[src/rtl/fetch_pkg.sv]
// Shared types and constants for the instruction-fetch sequencer.
package fetch_pkg;

    typedef enum logic [1:0] {
        IDLE,
        FETCH,
        NEXT,
        DROP
    } fetch_state_t;

    localparam int unsigned PC_STEP          = 4;
    localparam logic [31:0] NOP_INSN         = 32'h0000_0000;
    localparam logic [31:0] DEFAULT_RESET_PC = 32'h0000_0000;

endpackage

[src/rtl/fetch_pc_unit.sv]
// Program counter register with its next-PC adder (sequential step or branch offset).
module fetch_pc_unit
    import fetch_pkg::*;
#(
    parameter int unsigned   AW       = 32,
    parameter logic [AW-1:0] RESET_PC = AW'(DEFAULT_RESET_PC)
) (
    input  logic          clk,
    input  logic          rst_n,
    input  logic          i_inc,
    input  logic          i_redir,
    input  logic [AW-1:0] i_offset,
    output logic [AW-1:0] o_pc
);

    logic [AW-1:0] r_pc;
    logic [AW-1:0] w_step;
    logic [AW-1:0] w_pc_nxt;

    assign w_step   = AW'(PC_STEP);
    // Redirect wins over the sequential step; the sum wraps modulo 2^AW.
    assign w_pc_nxt = r_pc + (i_redir ? i_offset : w_step);

    always_ff @(posedge clk or negedge rst_n) begin
        if (!rst_n) begin
            r_pc <= RESET_PC;
        end else if (i_inc || i_redir) begin
            r_pc <= w_pc_nxt;
        end
    end

    assign o_pc = r_pc;

endmodule

[src/rtl/fetch_sequencer.sv]
// Instruction-fetch control: req/ack handshake to instmem, one-entry IF/ID slot,
// hazard stalls, branch redirect with abandoned-fetch drop, and ack timeout flag.
module fetch_sequencer
    import fetch_pkg::*;
#(
    parameter int unsigned   AW       = 32,
    parameter logic [AW-1:0] RESET_PC = AW'(DEFAULT_RESET_PC),
    parameter logic [31:0]   NOP      = NOP_INSN,
    parameter int unsigned   TIMEOUT  = 15
) (
    input  logic          clk,
    input  logic          rst_n,
    input  logic          hazard_stall,
    input  logic          hazard_stall2,
    input  logic          br_taken,
    input  logic [AW-1:0] offset,
    output logic          imem_req,
    output logic [AW-1:0] imem_addr,
    input  logic          imem_ack,
    input  logic [31:0]   imem_rdata,
    output logic [31:0]   inst,
    output logic          inst_valid,
    output logic [AW-1:0] pc,
    output logic          err
);

    localparam logic [7:0] C_TIMEOUT = 8'(TIMEOUT);

    fetch_state_t  r_state;
    fetch_state_t  w_state_nxt;
    logic [31:0]   r_inst;
    logic          r_inst_valid;
    logic [7:0]    r_wait_cnt;
    logic          r_err;

    logic          w_stall;
    logic          w_consume;
    logic          w_slot_free;
    logic          w_req;
    logic          w_inc;
    logic          w_redir;
    logic          w_capture;
    logic          w_cnt_run;
    logic [AW-1:0] w_pc;

    assign w_stall     = hazard_stall | hazard_stall2;
    assign w_consume   = r_inst_valid & ~w_stall & ~br_taken;
    assign w_slot_free = ~r_inst_valid | w_consume;

    fetch_pc_unit #(
        .AW       (AW),
        .RESET_PC (RESET_PC)
    ) u_pc (
        .clk      (clk),
        .rst_n    (rst_n),
        .i_inc    (w_inc),
        .i_redir  (w_redir),
        .i_offset (offset),
        .o_pc     (w_pc)
    );

    always_ff @(posedge clk or negedge rst_n) begin
        if (!rst_n) begin
            r_state <= IDLE;
        end else begin
            r_state <= w_state_nxt;
        end
    end

    always_comb begin
        w_state_nxt = r_state;
        w_req       = 1'b0;
        w_inc       = 1'b0;
        w_redir     = 1'b0;
        w_capture   = 1'b0;
        case (r_state)
            IDLE: begin
                w_state_nxt = FETCH;
            end
            FETCH: begin
                w_req = 1'b1;
                if (br_taken) begin
                    // An ack in the same cycle retires the old fetch, so no drop is needed.
                    w_redir     = 1'b1;
                    w_state_nxt = imem_ack ? FETCH : DROP;
                end else if (imem_ack) begin
                    w_capture   = 1'b1;
                    w_inc       = 1'b1;
                    w_state_nxt = NEXT;
                end
            end
            NEXT: begin
                if (br_taken) begin
                    w_redir     = 1'b1;
                    w_state_nxt = FETCH;
                end else if (w_slot_free) begin
                    w_state_nxt = FETCH;
                end
            end
            DROP: begin
                if (br_taken) begin
                    w_redir = 1'b1;
                end else if (imem_ack) begin
                    w_state_nxt = FETCH;
                end
            end
            default: begin
                w_state_nxt = IDLE;
            end
        endcase
    end

    always_ff @(posedge clk or negedge rst_n) begin
        if (!rst_n) begin
            r_inst       <= NOP;
            r_inst_valid <= 1'b0;
        end else if (w_redir || w_consume) begin
            r_inst       <= NOP;
            r_inst_valid <= 1'b0;
        end else if (w_capture) begin
            r_inst       <= imem_rdata;
            r_inst_valid <= 1'b1;
        end
    end

    assign w_cnt_run = w_req & ~imem_ack & ~br_taken;

    always_ff @(posedge clk or negedge rst_n) begin
        if (!rst_n) begin
            r_wait_cnt <= '0;
            r_err      <= 1'b0;
        end else begin
            if (imem_ack || br_taken) begin
                r_wait_cnt <= '0;
            end else if (w_cnt_run && (r_wait_cnt != C_TIMEOUT)) begin
                r_wait_cnt <= r_wait_cnt + 8'd1;
            end
            // Flag on the edge where the counter reaches TIMEOUT.
            if (w_cnt_run && (r_wait_cnt >= C_TIMEOUT - 8'd1)) begin
                r_err <= 1'b1;
            end
        end
    end

    assign imem_req   = w_req;
    assign imem_addr  = w_pc;
    assign pc         = w_pc;
    assign inst       = r_inst;
    assign inst_valid = r_inst_valid;
    assign err        = r_err;

endmodule

[config.mk]
export PLATFORM = sky130hd
export DESIGN_NAME = fetch_sequencer
export DESIGN_NICKNAME = d
export VERILOG_FILES = /design/src/rtl/fetch_pkg.sv /design/src/rtl/fetch_pc_unit.sv /design/src/rtl/fetch_sequencer.sv
export SDC_FILE = /design/constraint.sdc
export NUM_CORES = 1
export LEC_CHECK = 0
export ABC_AREA = 1
export CORE_MARGIN = 2
export CORE_UTILIZATION = 53
export DETAILED_ROUTE_END_ITERATION = 7
export MAX_ROUTING_LAYER = met4
export PLACE_DENSITY = 0.88
export SYNTH_ARGS = -nofsm -noshare
export SYNTH_HDL_FRONTEND = slang
export SYNTH_SLANG_ARGS = --single-unit
[constraint.sdc]
create_clock -name clk -period 6.3 [get_ports clk]
set_input_delay 1.575 -clock clk [delete_from_list [all_inputs] [get_ports clk]]
set_output_delay 1.575 -clock clk [all_outputs]
set_load 0.01 [all_outputs]
==> results.sh <==
export IMPL_reg2reg_slack_ns=3.37
export IMPL_yosysMostFrequentCell="nand2_1"
export IMPL_placedInstanceArea_mm2=0.00746
export IMPL_layout_drive_gt1_share_pct=2.94
export IMPL_ys_types=30
export IMPL_crit_type="input pin to register"
export IMPL_via_per_inst=5.03
export IMPL_ios=169
export IMPL_p_leak_nw=4.09
export IMPL_route_antenna_remaining_nets=0
export IMPL_grt_util_met2_pct=43.1
export IMPL_clock_latency_ns=0.35
export IMPL_regArea_mm2=0.00190
export IMPL_ir_drop_mv=0.278
export IMPL_yosysSeqAreaShare_pct=32.1
export IMPL_path_cells="clkdlybuf4s50_1, inv_2, a21oi_2, inv_2, nor2_1, ha_1, fa_1, nand3_1, nand3_1, nand2_1, nand2_1, nand2_1, nand2_1, nand2_1, nand3_1, nand3_1, nand2_1"
export IMPL_start_util_pct=54.4
export IMPL_avgRoutedWirePerCell_um=12.9
export IMPL_synth_edff_count=0
export IMPL_total_power_mw=3.33
export IMPL_syn_instance_count=920
export IMPL_ctsHtreeMaxLevel=3
export IMPL_cp_slowest_stage_delay_ns=0.50
export IMPL_grt_overflow=0
export IMPL_dpl_cell_count=1179
export IMPL_die_h_um=110
export IMPL_first_pass_iters=6
export IMPL_slew_viol_final=0
export IMPL_die_area_mm2=0.0120
export IMPL_n_fill_cell=974
export IMPL_hp_start="err"
export IMPL_cts_hold_buffers=0
export IMPL_ctsResizeCount=0
export IMPL_fp_coreArea_mm2=0.0109
export IMPL_ys_async_sr_fraction_pct=100
export IMPL_tns_ns=0
export IMPL_clockBufferDepth=2
export IMPL_cts_tree="done"
export IMPL_final_setup_viol_count=0
export IMPL_dp_hpwl_mm=11.8
export IMPL_post_cts_buffers=0
export IMPL_utilization_pct=70.5
export IMPL_required_ns=6.55
export IMPL_area_growth_pct=29.5
export IMPL_syn_area_mm2=0.00593
export IMPL_rows=38
export IMPL_fin_worst_skew_ns=0.0123
export IMPL_synthFlopType="dfrtp_1"
export IMPL_grt_pass1_wl_mm=25.6
export IMPL_regToRegEndpoint="u_pc.o_pc[30]"
export IMPL_yosys_register_bits=76
export IMPL_critPathMostFrequentCell="nand2_1"
export IMPL_period_needed_ns=4.23
export IMPL_arrival_ns=4.48
export IMPL_yosysTopAreaCell="dfrtp_1"
export IMPL_fin_crit_sh_pct=67.2
export IMPL_die_w_um=110
export IMPL_critical_path_max_fanout=32
export IMPL_grt_total_usage_pct=27.4
export IMPL_drtIter0Drc=285
export IMPL_path_buf_inv=3
export IMPL_maxCapViolations=0
export IMPL_antenna_found_initial=0
export IMPL_synth_top_cells_by_count="289 x nand2_1, 181 x inv_1, 77 x nand3_1"
export IMPL_ff2ff_path_depth=16
export IMPL_grt_util_met3_pct=4.56
export IMPL_cp_end_kind="register"
export IMPL_r2r_start="r_state[1]"
export IMPL_yosys_top_cells_area="dfrtp_1 32%, nand2_1 18%, inv_1 11%"
export IMPL_worstHoldPathCells=1
export IMPL_slew_headroom_pct=34.1
export IMPL_totalWireLength_mm=15.5
export IMPL_antenna_cells=0
export IMPL_cpLargestDelayFamily="simple AND/OR/NAND/NOR gates"
export IMPL_clock_fmax_mhz=236
export IMPL_root_buffer="clkbuf_8"
export IMPL_cp_start_kind="input pin"
export IMPL_rsz0062_at_grt="no"
export IMPL_multi_input_area_mm2=0.00298
export IMPL_met1_usage_pct=36.1
export IMPL_gp_congestion=0.953
export IMPL_fin_area_mm2=0.00768
export IMPL_hold_viol_final=0
export IMPL_holdCritPathClass="register to register"
export IMPL_synth_top_area_share_pct=32.1
export IMPL_remaining_drc_errors=0
export IMPL_cts_buffers=9
export IMPL_nets=1155
export IMPL_outcome="completed"
export IMPL_layout_cells_non_filler=1195
export IMPL_path_clk_slew_ns=0.09
export IMPL_grt_max_degree=77
export IMPL_dp_worst_setup_slack_ns=1.71
export IMPL_cts_sinks=76
export IMPL_busiest_layer="met2"
export IMPL_first_global_vias=5670
export IMPL_syn_area_per_cell_um2=6.44
export IMPL_whs_ns=0.493
export IMPL_crit_slowest_cell="clkdlybuf4s50_1"
export IMPL_layout_setup_ws_ns=2.07
export IMPL_yosysWarnings=0
export IMPL_power_density_mw_per_mm2=434
export IMPL_worst_pin_slew_ns=0.989
export IMPL_vias=6005
export IMPL_synth_nets=1025
export IMPL_portBuffers=168
export IMPL_hold_end="err"
## cells by family (layout without fill, tap and decap cells)
family,count (synthesis),count (layout),synth area share [%]
AO/OA/AOI/OAI,91,91,8.23
adder cells (fa/ha/maj),35,35,7.51
buffers and inverters,238,373,17.7
AND/OR/NAND/NOR,462,462,31.8
flip-flops,76,76,32.1
XOR/XNOR,18,18,2.66
## power by group
group	leakage [nW]	internal (mW)	total, mW	switching, mW
combinational	3.01	0.944	2.03	1.09
clock	0.110	0.226	0.433	0.207
sequential	0.967	0.683	0.869	0.186
total	4.09	1.85	3.33	1.48
## cell type report
type,instances,share of cell area [%]
multi-input cells,606,38.8
flip-flops and latches,76,24.8
repair buffers,170,22.1
inverters,187,9.14
well taps,140,2.28
clock buffers,9,1.61
clock inverters,7,1.29
## worst register-to-register path, cell delays in order (launching register included)
cell and delay (ns):
dfrtp_1 0.46, inv_2 0.09, a21oi_2 0.08, inv_2 0.41, nor2_1 0.09, ha_1 0.24, fa_1 0.45, nand3_1 0.12
nand3_1 0.16, nand2_1 0.12, nand2_1 0.08, nand2_1 0.07, nand2_1 0.13, nand2_1 0.11, nand3_1 0.08, nand3_1 0.09
nand2_1 0.06
## cell usage in the layout, fill, tap and decap left out, types with 3 or more instances in the layout
cell             instances
a21oi_1                 23
clkbuf_8                 9
nand4_1                  4
nand3_1                 77
o21ai_1                 28
inv_1                  181
dfrtp_1                 76
o21bai_1                 3
buf_4                    3
inv_2                    6
nor2_1                  74
nand3b_1                 6
xnor2_1                 15
nor3_1                   8
nand2_1                289
clkdlybuf4s50_1        167
ha_1                    34
o21ai_0                 29
xor2_1                   3
## state kept, by name (all words and copies together) (netlist names)
register    cells
inst_valid      1
r_state         2
u_pc.o_pc      32
inst           32
err             1
r_wait_cnt      8
## worst max path at each step
| stage | from | depth (start not counted) | slack, ns | end |
|---|---|---|---|---|
| 2_1_floorplan | br_taken | 17 | 2.70 | u_pc.o_pc[30] |
| 3_3_place_gp | br_taken | 17 | 1.80 | u_pc.o_pc[30] |
| 3_5_place_dp | br_taken | 17 | 1.71 | u_pc.o_pc[30] |
| 4_1_cts | br_taken | 17 | 2.06 | u_pc.o_pc[30] |
| 5_1_grt | br_taken | 18 | 1.80 | u_pc.o_pc[30] |
| 6_report | br_taken | 17 | 2.07 | u_pc.o_pc[30] |
## per-layer routing
layer  vias up  wire [um]
met2       220       6990
met5         -          0
met1      2723       6940
met3        31       1200
li1       3031          -
met4         0        345
Power figures use the tool's default switching activity.
